File: config.mk
export PLATFORM = sky130hd
export DESIGN_NAME = uart_fifo_sched
export DESIGN_NICKNAME = d
export VERILOG_FILES = /design/src/rtl/uart_fifo_pkg.sv /design/src/rtl/uart_fifo_rr_arb.sv /design/src/rtl/uart_fifo_sched.sv
export SDC_FILE = /design/constraint.sdc
export NUM_CORES = 1
export LEC_CHECK = 0
export CAP_MARGIN = 10
export CORE_MARGIN = 2
export CORE_UTILIZATION = 44
export CTS_CLUSTER_DIAMETER = 30
export DETAILED_ROUTE_END_ITERATION = 12
export PLACE_DENSITY = 0.85
export SLEW_MARGIN = 25
export SYNTH_ARGS = -nofsm -noshare
export SYNTH_HDL_FRONTEND = slang
export SYNTH_SLANG_ARGS = --single-unit
File: constraint.sdc
create_clock -name CLK -period 4.2 [get_ports CLK]
set_clock_uncertainty 0.15 [all_clocks]
set_input_delay 1.26 -clock CLK [delete_from_list [all_inputs] [get_ports CLK]]
set_output_delay 1.26 -clock CLK [all_outputs]
set_load 0.02 [all_outputs]
File: src/rtl/uart_fifo_pkg.sv
// rtl/uart_fifo_pkg.sv - shared defaults, read FSM states and grant type for the UART FIFO scheduler
package uart_fifo_pkg;

  localparam int DEPTH_DEF  = 256;
  localparam int RD_LAT_DEF = 2;
  localparam int CW_DEF     = 8;

  typedef enum logic [1:0] {
    IDLE  = 2'd0,
    ISSUE = 2'd1,
    WAIT  = 2'd2,
    HOLD  = 2'd3
  } rd_state_t;

  typedef enum logic [1:0] {
    GNT_NONE = 2'b00,
    GNT_REQ0 = 2'b01,
    GNT_REQ1 = 2'b10
  } grant_t;

endpackage

File: src/rtl/uart_fifo_rr_arb.sv
// rtl/uart_fifo_rr_arb.sv - two-way round-robin write arbiter qualified by FIFO space
module uart_fifo_rr_arb
  import uart_fifo_pkg::*;
#(
  parameter int DEPTH = DEPTH_DEF,
  parameter int CW    = CW_DEF
) (
  input  logic          CLK,
  input  logic          RESET,
  input  logic          req0_valid,
  input  logic          req1_valid,
  input  logic [CW-1:0] level,
  input  logic          wr_pending,
  output grant_t        gnt
);

  logic        prio_q, prio_d;
  logic [CW:0] occ;
  logic        space;

  // prio_q set means req1 wins the next contested grant
  always_comb begin
    occ    = {1'b0, level} + {{CW{1'b0}}, wr_pending};
    space  = occ < (CW+1)'(DEPTH - 1);
    gnt    = GNT_NONE;
    prio_d = prio_q;
    if (space) begin
      if (req0_valid && req1_valid) begin
        gnt    = prio_q ? GNT_REQ1 : GNT_REQ0;
        prio_d = ~prio_q;
      end else if (req0_valid) begin
        gnt = GNT_REQ0;
      end else if (req1_valid) begin
        gnt = GNT_REQ1;
      end
    end
  end

  always_ff @(posedge CLK) begin
    if (RESET) begin
      prio_q <= 1'b0;
    end else begin
      prio_q <= prio_d;
    end
  end

endmodule

File: src/rtl/uart_fifo_sched.sv
// rtl/uart_fifo_sched.sv - FIFO write arbiter, read sequencer and level tracker
// Optional level interrupt built only when UART_FIFO_SCHED_IRQ_EN is defined.
module uart_fifo_sched
  import uart_fifo_pkg::*;
#(
  parameter int DEPTH  = DEPTH_DEF,
  parameter int RD_LAT = RD_LAT_DEF,
  parameter int CW     = CW_DEF
) (
  input  logic          CLK,
  input  logic          RESET,
  input  logic          req0_valid,
  input  logic [7:0]    req0_data,
  output logic          req0_ready,
  input  logic          req1_valid,
  input  logic [7:0]    req1_data,
  output logic          req1_ready,
  output logic          tx_valid,
  output logic [7:0]    tx_data,
  input  logic          tx_ready,
  output logic          WRB,
  output logic          RDB,
  output logic [7:0]    fifo_wdata,
  input  logic [7:0]    fifo_rdata,
  output logic [CW-1:0] level,
  input  logic [CW-1:0] thresh,
  output logic          irq
);

  localparam int WCW = $clog2(RD_LAT) + 1;

  grant_t          gnt;
  logic            wr_pending;
  logic            wrb_q, wrb_d;
  logic            rdb_q, rdb_d;
  logic [7:0]      wdata_q, wdata_d;
  logic [7:0]      tx_data_q, tx_data_d;
  logic            tx_valid_q, tx_valid_d;
  logic [CW-1:0]   level_q, level_d;
  rd_state_t       state_q, state_d;
  logic [WCW-1:0]  wait_cnt_q, wait_cnt_d;
  logic            inc, dec;

  assign wr_pending = ~wrb_q;

  uart_fifo_rr_arb #(
    .DEPTH (DEPTH),
    .CW    (CW)
  ) u_arb (
    .CLK        (CLK),
    .RESET      (RESET),
    .req0_valid (req0_valid),
    .req1_valid (req1_valid),
    .level      (level_q),
    .wr_pending (wr_pending),
    .gnt        (gnt)
  );

  always_comb begin
    wrb_d   = 1'b1;
    wdata_d = wdata_q;
    case (gnt)
      GNT_REQ0: begin
        wrb_d   = 1'b0;
        wdata_d = req0_data;
      end
      GNT_REQ1: begin
        wrb_d   = 1'b0;
        wdata_d = req1_data;
      end
      default: ;
    endcase
  end

  // Strobes count on the cycle they are low, so level trails a grant by two cycles
  always_comb begin
    inc     = ~wrb_q;
    dec     = ~rdb_q;
    level_d = level_q;
    if (inc && !dec) begin
      level_d = level_q + CW'(1);
    end else if (dec && !inc) begin
      level_d = level_q - CW'(1);
    end
  end

  always_comb begin
    state_d    = state_q;
    rdb_d      = 1'b1;
    wait_cnt_d = wait_cnt_q;
    tx_valid_d = tx_valid_q;
    tx_data_d  = tx_data_q;
    case (state_q)
      IDLE: begin
        if (level_q != '0) begin
          state_d = ISSUE;
          rdb_d   = 1'b0;
        end
      end
      ISSUE: begin
        state_d    = WAIT;
        wait_cnt_d = '0;
      end
      WAIT: begin
        if (wait_cnt_q == WCW'(RD_LAT - 1)) begin
          state_d    = HOLD;
          tx_valid_d = 1'b1;
          tx_data_d  = fifo_rdata;
        end else begin
          wait_cnt_d = wait_cnt_q + WCW'(1);
        end
      end
      HOLD: begin
        if (tx_ready) begin
          state_d    = IDLE;
          tx_valid_d = 1'b0;
        end
      end
      default: state_d = IDLE;
    endcase
  end

  always_ff @(posedge CLK) begin
    if (RESET) begin
      wrb_q      <= 1'b1;
      rdb_q      <= 1'b1;
      wdata_q    <= '0;
      tx_valid_q <= 1'b0;
      tx_data_q  <= '0;
      level_q    <= '0;
      state_q    <= IDLE;
      wait_cnt_q <= '0;
    end else begin
      wrb_q      <= wrb_d;
      rdb_q      <= rdb_d;
      wdata_q    <= wdata_d;
      tx_valid_q <= tx_valid_d;
      tx_data_q  <= tx_data_d;
      level_q    <= level_d;
      state_q    <= state_d;
      wait_cnt_q <= wait_cnt_d;
    end
  end

  a_no_overflow: assert property (@(posedge CLK) disable iff (RESET)
    !(inc && level_q == CW'(DEPTH - 1)));
  a_no_underflow: assert property (@(posedge CLK) disable iff (RESET)
    !(dec && level_q == '0));

`ifdef UART_FIFO_SCHED_IRQ_EN
  logic irq_q, irq_d;

  always_comb begin
    irq_d = level_q >= thresh;
  end

  always_ff @(posedge CLK) begin
    if (RESET) begin
      irq_q <= 1'b0;
    end else begin
      irq_q <= irq_d;
    end
  end

  assign irq = irq_q;
`else
  logic unused_thresh;
  assign unused_thresh = ^thresh;
  assign irq           = 1'b0;
`endif

  assign req0_ready = (gnt == GNT_REQ0) && !RESET;
  assign req1_ready = (gnt == GNT_REQ1) && !RESET;
  assign WRB        = wrb_q;
  assign RDB        = rdb_q;
  assign fifo_wdata = wdata_q;
  assign tx_valid   = tx_valid_q;
  assign tx_data    = tx_data_q;
  assign level      = level_q;

endmodule

==> flow_results.org, run 1 <==
** Place
- Area after detailed placement :: 2380 um^2
- The count of buffers added on input and output ports is 57.
- Counting tap cells, the placed design contains a total of 314 instances.
- Placer congestion estimate :: 0.780
- The HPWL after detailed placement is 2.86 mm.
- Post-placement worst setup slack :: -139 ps

** Die
- Starting density of the core :: 44.7%
- Std cell rows :: 23
- The floorplan step set the die width to 67.3 um.
- In this run the count of I/O pins placed on the die edge is 67.
- Std-Cell Core Area :: 3940 um^2
- Die area :: 4530 um^2
- Die Span Y :: 67.3 um

** CTS
- In this run the clock root is driven by a clkbuf_8.
- CTS H-Tree Depth :: 2
- The number of setup buffers added after CTS is 0.
- After clock tree synthesis, the flow added hold-fix buffers numbering 0.
- Worst-skew pair later-pin latency :: 280 ps
- The longest clock path from root to sink contains 2 buffers.
- Post-CTS clock slew at the launch and capture registers of the worst setup and hold paths :: 60 ps
- Total clock sinks :: 32
- Buffers inserted during clock tree synthesis total 5.
- Post-CTS repair changed the size of 2 cells.
- TritonCTS built the clock tree.

** Yosys
- Part of the Yosys area used for sequential elements :: 36.3%
- Synthesis handed over a netlist of 212 instances.
- Counting distinct cell types in the post-synthesis netlist gives 43.
- Warnings, synthesis :: 0
- Synthesis produced a netlist with a net count of 267.
- Flip-flop and latch count after synthesis :: 32
- Avg Synthesized Cell Area :: 8.32 um^2
- Post-Syn Area :: 1760 um^2

** Worst setup path
- For this design, the slowest cell found on the critical path is clkdlybuf4s50_1.
- The worst setup path is of the input pin to output pin kind.
- Walking the worst path, the cells encountered are clkdlybuf4s50_1 -> buf_4 -> nand3_1 -> buf_4 -> ha_1 -> nor2b_1 -> dlygate4sd2_1.
- Along the worst path, the maximum fanout reaches 2.
- Setup crit start kind :: input pin
- In this design, the stage delay of the slowest critical-path cell is 480 ps.
- Data required time at the worst endpoint :: 2790 ps
- The worst setup path is captured at an output pin.
- At the worst endpoint, the arrival time is 2680 ps.
- Most frequent CP cell :: buf_4

** Detailed routing
- Drt first-iter violations :: 71
- The detail route stage leaves a number of antenna-violating nets equal to 0.
- Dividing the detail-routed wire length by the instance count gives 12.2 um.
- Remaining design rule violation count :: 0
- Via Count :: 1,624
- The routed design has 3.92 mm of wire.
- Via/cell ratio :: 5.04
- Number of search-and-repair iterations in the first detailed-routing pass :: 4

** Power and ir drop
- VDD sags by at most 0.343 mV.
- In this run the static leakage power is 1.04 nW.
- Pwr Total :: 1.25 mW
- Power per Cell Area :: 504 nW/um^2

** Hold path
- In this run the worst hold path is classified as flop to flop.

** Layout
- In the final layout, the share of cells above drive strength 1 is 5.51%.
- FILL cells :: 363
- Antenna diode count :: 0
- Once layout is complete, the cells apart from fillers number 322.
- In the final design database the tool counted 326 nets.
- Most frequent standard cell in the layout excluding fill and tap cells :: clkdlybuf4s50_1
- In the layout the commonest cells are 55 x clkdlybuf4s50_1, 34 x nor2_1, 32 x dfxtp_1, 24 x nand2_1, 23 x a21oi_1.
- Design Area, Final :: 2490 um^2
- Post-layout util :: 63.1%
- From synthesis to final layout, the design area changed by 41.1%.

** STA
- The max-slew violation count came to 0.
- For the finished layout, the period the worst path requires is 4090 ps.
- Setup repair after global routing left no endpoint under its margin.
- Setup slack on the critical path of the routed design comes to 113 ps.
- Setup violations remaining at the end of the flow were counted as 0.
- Highest achievable clock rate :: 0.245 GHz
- Portion of the clock cycle consumed by the worst path in the final layout :: 97.3%
- Final hold violations :: 0

** Global route
- Pin count of the biggest net entering global routing :: 37
- The first global-routing pass estimated 6.36 mm of wire.
- Number of global-route vias before repair :: 1,561
- Antenna violations before repair :: 0
- Overall routing resource usage :: 18.5%
- Summed over all layers, the global routing overflow is 0.

** Status
- The run finished with clean final reports.

** Flow run
- Max-cap violations in this run came to 0.
[layer usage]
layer / wire length, um / vias up / GRT usage (%)
met2: 2030 / 47 / 34.4
met5: 0 / - / 0
met4: 41 / 0 / 6.63
met3: 205 / 6 / 4.83
li1: - / 839 / -
met1: 1640 / 732 / 20.1
[power by group]
part | internal, mW | switching (mW)
clock network | 0.176 | 0.112
registers | 0.354 | 0.0497
logic | 0.268 | 0.293
[kinds of logic after synthesis]
| kind of cell | count (synthesis) | share of synthesized area (%) |
|---|---|---|
| AND/OR/NAND/NOR | 83 | 21.3 |
| AO/OA/AOI/OAI | 38 | 12.4 |
| flip-flops | 32 | 36.3 |
| adder cells (fa/ha/maj) | 19 | 13.8 |
| buffers and inverters | 19 | 4.82 |
| multiplexers | 14 | 8.09 |
| XOR/XNOR | 6 | 2.98 |
| other | 1 | 0.213 |
[state kept, by name, indices dropped and copies added, names as in the netlist]
register      cells
wait_cnt_q        2
u_arb.prio_q      1
tx_data           8
fifo_wdata        8
RDB               1
tx_valid          1
level             8
state_q           2
WRB               1
[synth_stat cells]
master / instances / area (um^2)
mux2_1: 2 / 22.5
or2_1: 1 / 6.26
or4b_1: 1 / 10.0
o21ai_0: 1 / 5.00
nor2b_1: 3 / 18.8
nand4_1: 1 / 6.26
maj3_2: 1 / 11.3
o21bai_1: 1 / 7.51
buf_1: 1 / 3.75
mux2i_1: 12 / 120
nor3_1: 2 / 10.0
buf_4: 1 / 7.51
o31ai_1: 1 / 7.51
inv_1: 9 / 33.8
ha_1: 17 / 213
a211oi_1: 1 / 7.51
dfxtp_1: 32 / 641
xnor2_1: 3 / 26.3
nand3_1: 6 / 30.0
a21o_1: 2 / 15.0
and2_1: 2 / 12.5
buf_2: 1 / 5.00
nor2b_2: 1 / 8.76
nor4_1: 2 / 12.5
and4_1: 1 / 8.76
a21o_2: 1 / 8.76
a31o_1: 1 / 8.76
dlymetal6s2s_1: 1 / 12.5
and3_1: 1 / 6.26
nor2_1: 34 / 128
nor4b_1: 1 / 8.76
o21ai_1: 2 / 10.0
o21a_1: 1 / 7.51
nand3b_1: 1 / 7.51
o211ai_1: 1 / 7.51
nand2b_1: 2 / 12.5
xor2_1: 3 / 26.3
conb_1: 1 / 3.75
a31oi_1: 3 / 18.8
nand2_1: 24 / 90.1
clkbuf_1: 6 / 22.5
fa_1: 1 / 20.0
a21oi_1: 23 / 115
[path summary, 6_finish.rpt]
| path | from | end | slack, ps | cells after the start |
|---|---|---|---|---|
| setup reg to reg | WRB$_SDFF_PP1_ | fifo_wdata[0]$_SDFFE_PP0P_ | 1330 | 12 |
| setup / recovery | req1_valid | req0_ready | 110 | 7 |
| hold / removal | tx_data[3]$_SDFFE_PP0P_ | tx_data[3]$_SDFFE_PP0P_ | 300 | 2 |
| hold reg to reg | tx_data[3]$_SDFFE_PP0P_ | tx_data[3]$_SDFFE_PP0P_ | 300 | 2 |
[worst max-delay path: cells and delay by family]
family | cells | cell delay [ps]
fa+ha+maj | 1 | 160
buf+inv | 4 | 1050
simple gates | 2 | 210
[through the flow]
stage	hold slack (ps)	setup TNS (ps)
detailed placement	298	-249
global route	322	0
CTS	308	0
finish	303	0
floorplan	304	0
global placement	292	-215
[final cells by class]
class | count | area, um^2 | area share (%)
multi-input combinational | 161 | 1040 | 41.7
sequential | 32 | 641 | 25.7
timing repair buffer | 62 | 606 | 24.3
clock buffer | 6 | 72.6 | 2.92
tap | 50 | 62.6 | 2.51
clock inverter | 2 | 35.0 | 1.41
inverter | 9 | 33.8 | 1.36
No activity file was read; power rests on OpenSTA's default activity.
==> inputs of run 2 (changes only) <==
--- a/config.mk
+++ b/config.mk
@@ -6,12 +6,15 @@
 export NUM_CORES = 1
 export LEC_CHECK = 0
 export CAP_MARGIN = 10
+export CELL_PAD_IN_SITES_DETAIL_PLACEMENT = 1
+export CELL_PAD_IN_SITES_GLOBAL_PLACEMENT = 2
 export CORE_MARGIN = 2
-export CORE_UTILIZATION = 44
+export CORE_UTILIZATION = 24
 export CTS_CLUSTER_DIAMETER = 30
 export DETAILED_ROUTE_END_ITERATION = 12
-export PLACE_DENSITY = 0.85
+export PLACE_DENSITY = 0.83
 export SLEW_MARGIN = 25
 export SYNTH_ARGS = -nofsm -noshare
 export SYNTH_HDL_FRONTEND = slang
 export SYNTH_SLANG_ARGS = --single-unit
+export TNS_END_PERCENT = 5
==> run 2 against run 1 <==
Against the previous run: final cell count grew 15%; first-iteration DRC count shrank 61%; via count grew 1.1%; setup slack gained 29 ps; flip-flop and latch count is the same; non-clock buffer count shrank 1; register-to-register slack gained 100 ps; worst hold slack gained 3.9 ps; largest cell class unchanged.
==> flow_results.org, run 2 (same netlist as run 1, synthesis figures left out) <==
** Worst setup path
- Critical path start-end classification :: input pin to output pin
- Data arrival at the endpoint of the critical path :: 2650 ps (-30 ps)
- Count of buffer and inverter cells on the critical path :: 2 (-2)
- Family with the most delay on the worst path :: buffers and inverters
- Max incr delay on CP :: 490 ps (about the same)
- The worst setup path is launched from an input pin.
- The slowest stage of the critical path is the clkdlybuf4s50_1 cell.
- Largest fanout on the critical path :: 2 (unchanged)
- The worst setup path is captured at an output pin.
- Walking the worst path, the cells encountered are clkdlybuf4s50_1 -> nand2_1 -> and3_1 -> ha_1 -> nor2b_1 -> dlygate4sd2_1.
- Data required time at the worst endpoint :: 2790 ps (about the same)

** Place
- Detailed placer's ending HPWL :: 3.57 mm (+25%)
- The setup slack at placement was -190 ps (-51.7 ps).
- The final weighted congestion of routability-driven global placement came to 0.695 (-11%).
- The post-place instance area was 2440 um^2 (+2.3%).
- The post-placement cell count came to 362 (+15%).
- The total of buffers placed on input and output ports is 57 (unchanged).

** Die
- Starting density of the core :: 24.6% (-20 points)
- I/O pin count :: 67 (unchanged)
- The overall die height came to 89.7 um (+33%).
- The x dimension of the die came to 89.7 um (+33%).
- The standard cell core area was 7180 um^2 (+82%).
- Std cell rows :: 31 (+35%)
- Die area :: 8050 um^2 (+78%)

** Detailed routing
- Final WL :: 4.59 mm (+17%)
- Via/cell ratio :: 4.44 (-12%)
- The remaining number of nets flagged by the antenna check after routing was 0 (unchanged).
- Number of search-and-repair iterations in the first detailed-routing pass :: 3 (-1)
- Detailed-route wire length per cell :: 12.4 um (+1.8%)
- The number of DRC markers after the initial detailed-route iteration is 28 (-61%).
- The count of vias placed by the detailed router is 1,642 (+1.1%).
- Remaining design rule violation count :: 0 (unchanged)

** Layout
- The antenna diode count came to 0 (unchanged).
- Most used cells in the layout excluding fill and tap cells :: 55 x clkdlybuf4s50_1, 34 x nor2_1, 32 x dfxtp_1, 24 x nand2_1, 23 x a21oi_1
- The total area of multi-input combinational cells came to 1040 um^2 (unchanged).
- Layout overhead on the synthesized area :: 43.1%
- Leaving out fill and tap cells, the most frequent cell in the layout is clkdlybuf4s50_1.
- The sequential cell area was 641 um^2 (unchanged).
- The core occupancy in the finished layout was 35.2% (-28 points).
- The final layout net count came to 325 (-0.31%).
- FILL cells :: 861 (+140%)
- Fraction of final layout cells sized beyond drive strength 1 :: 5.54% (+0.020 points)
- Design Area, Final :: 2520 um^2 (+1.5%)
- The final non-filler cell total was 370 (+15%).

** CTS
- Post-CTS clock slew at the launch and capture registers of the worst setup and hold paths :: 70 ps (about the same)
- Largest buffer count on any clock path :: 2 (unchanged)
- CTS H-Tree Depth :: 2 (unchanged)
- The number of buffers inserted by post-CTS setup repair was 0 (unchanged).
- The quantity of hold-fixing buffers added after cts was 0 (unchanged).
- TritonCTS built the clock tree.
- Worst-skew pair later-pin latency :: 290 ps (about the same)
- The count of clock tree sinks was 32 (unchanged).
- The cell sitting at the root of the clock tree is a clkbuf_8.
- CTS Buf Count :: 5 (unchanged)

** STA
- The final clock period utilization by the worst path was 96.6% (-0.69 points).
- Post-layout minimum cycle time :: 4060 ps (-28.8 ps)
- The final setup slack of the worst path was 142 ps (+28.8 ps).
- Pins Over Slew Limit :: 0 (unchanged)
- Unrepaired setup endpoints after global routing :: no
- For the pin with the worst max-slew slack, the measured transition is 508 ps.
- Slew headroom :: 66.1%
- Final hold violations :: 0 (unchanged)
- Setup_tns :: 0 ps (unchanged)
- The top achievable clock speed is 0.246 GHz (+0.71%).
- The final number of setup-violating endpoints came to 0 (unchanged).

** Global route
- First-pass GRT wire length :: 7.64 mm (+20%)
- The number of antenna violations at the first check in global routing was 0 (unchanged).
- The via count of the first global-routing pass came to 1,567 (+0.38%).
- Residual overflow from global routing :: 0 (unchanged)
- The largest net degree at the start of global routing came to 34 (-8.1%).
- Overall routing resource usage :: 11.7% (-6.8 points)

** Hold path
- The tightest min-delay check is of the flop to flop type.

** Power and ir drop
- The largest voltage drop on the vdd net came to 0.231 mV (-33%).
- Power per Cell Area :: 483 nW/um^2 (-4.1%)
- The standby leakage power came to 1.02 nW (-1.8%).

** Status
- Outcome :: completed

** Flow run
- Max Cap Violations :: 0 (unchanged)
run 2: changes by cell type in the layout (fill, tap and decap cells not counted), sizes merged:
cell and delta:
clkbuf +2, buf -1, bufinv -1, clkinv -1
clkinvlp +1, dlygate4sd2 -1
run 2: worst paths after layout:
check,from,cells past startpoint,end,slack (ps)
worst min-delay path,tx_data[2]$_SDFFE_PP0P_,2,tx_data[2]$_SDFFE_PP0P_,310
worst max register to register,WRB$_SDFF_PP1_,14,fifo_wdata[0]$_SDFFE_PP0P_,1430
worst min register to register,tx_data[2]$_SDFFE_PP0P_,2,tx_data[2]$_SDFFE_PP0P_,310
worst max-delay path,req1_valid,6,req0_ready,140
run 2: repair_timing:
action,CTS,global route
setup endpoints to repair,2,1
gates resized for setup,2,2
pin swaps,0,0
run 2: power by group:
group          switching (mW)  internal, mW  leakage [nW]  total [mW]
registers              0.0507         0.354         0.262       0.404
logic                   0.296         0.267         0.718       0.563
clock network           0.119         0.133        0.0445       0.252
run 2: worst min-delay path, delay by kind of cell, from the launching register on:
family | cells | cell delay [ps]
AO/OA/AOI/OAI | 1 | 50
AND/OR/NAND/NOR | 1 | 50
flip-flops | 1 | 310
run 2: final cells by class:
class	count	area share, %
flip-flops and latches	32	25.4
repair buffers	61	23.5
well taps	99	4.91
inverters	9	1.34
clock inverters	1	0.297
clock buffers	7	3.42
multi-input cells	161	41.1
run 2: routing by layer:
layer	GRT usage (%)	up-vias	part of all wire, %
met4	3.46	0	1.4
li1	-	833	-
met2	20.3	27	51
met1	13.9	777	43
met5	0	-	0
met3	3.60	5	4.3
run 2: metrics by stage:
| stage | hold WS [ps] | power (mW) |
|---|---|---|
| after floorplan | 304 | 0.787 |
| after global placement | 293 | 0.962 |
| after detailed placement | 300 | 0.980 |
| after CTS | 310 | 1.24 |
| after global routing | 333 | 1.32 |
| final | 307 | 1.22 |
==> inputs of run 3 (changes only) <==
--- a/config.mk
+++ b/config.mk
@@ -13,7 +13,7 @@
 export CTS_CLUSTER_DIAMETER = 30
 export DETAILED_ROUTE_END_ITERATION = 12
 export PLACE_DENSITY = 0.83
-export SLEW_MARGIN = 25
+export SLEW_MARGIN = 20
 export SYNTH_ARGS = -nofsm -noshare
 export SYNTH_HDL_FRONTEND = slang
 export SYNTH_SLANG_ARGS = --single-unit
==> results of run 3 <==
Same layout as run 2: the final DEF is identical, and so are final timing and power.
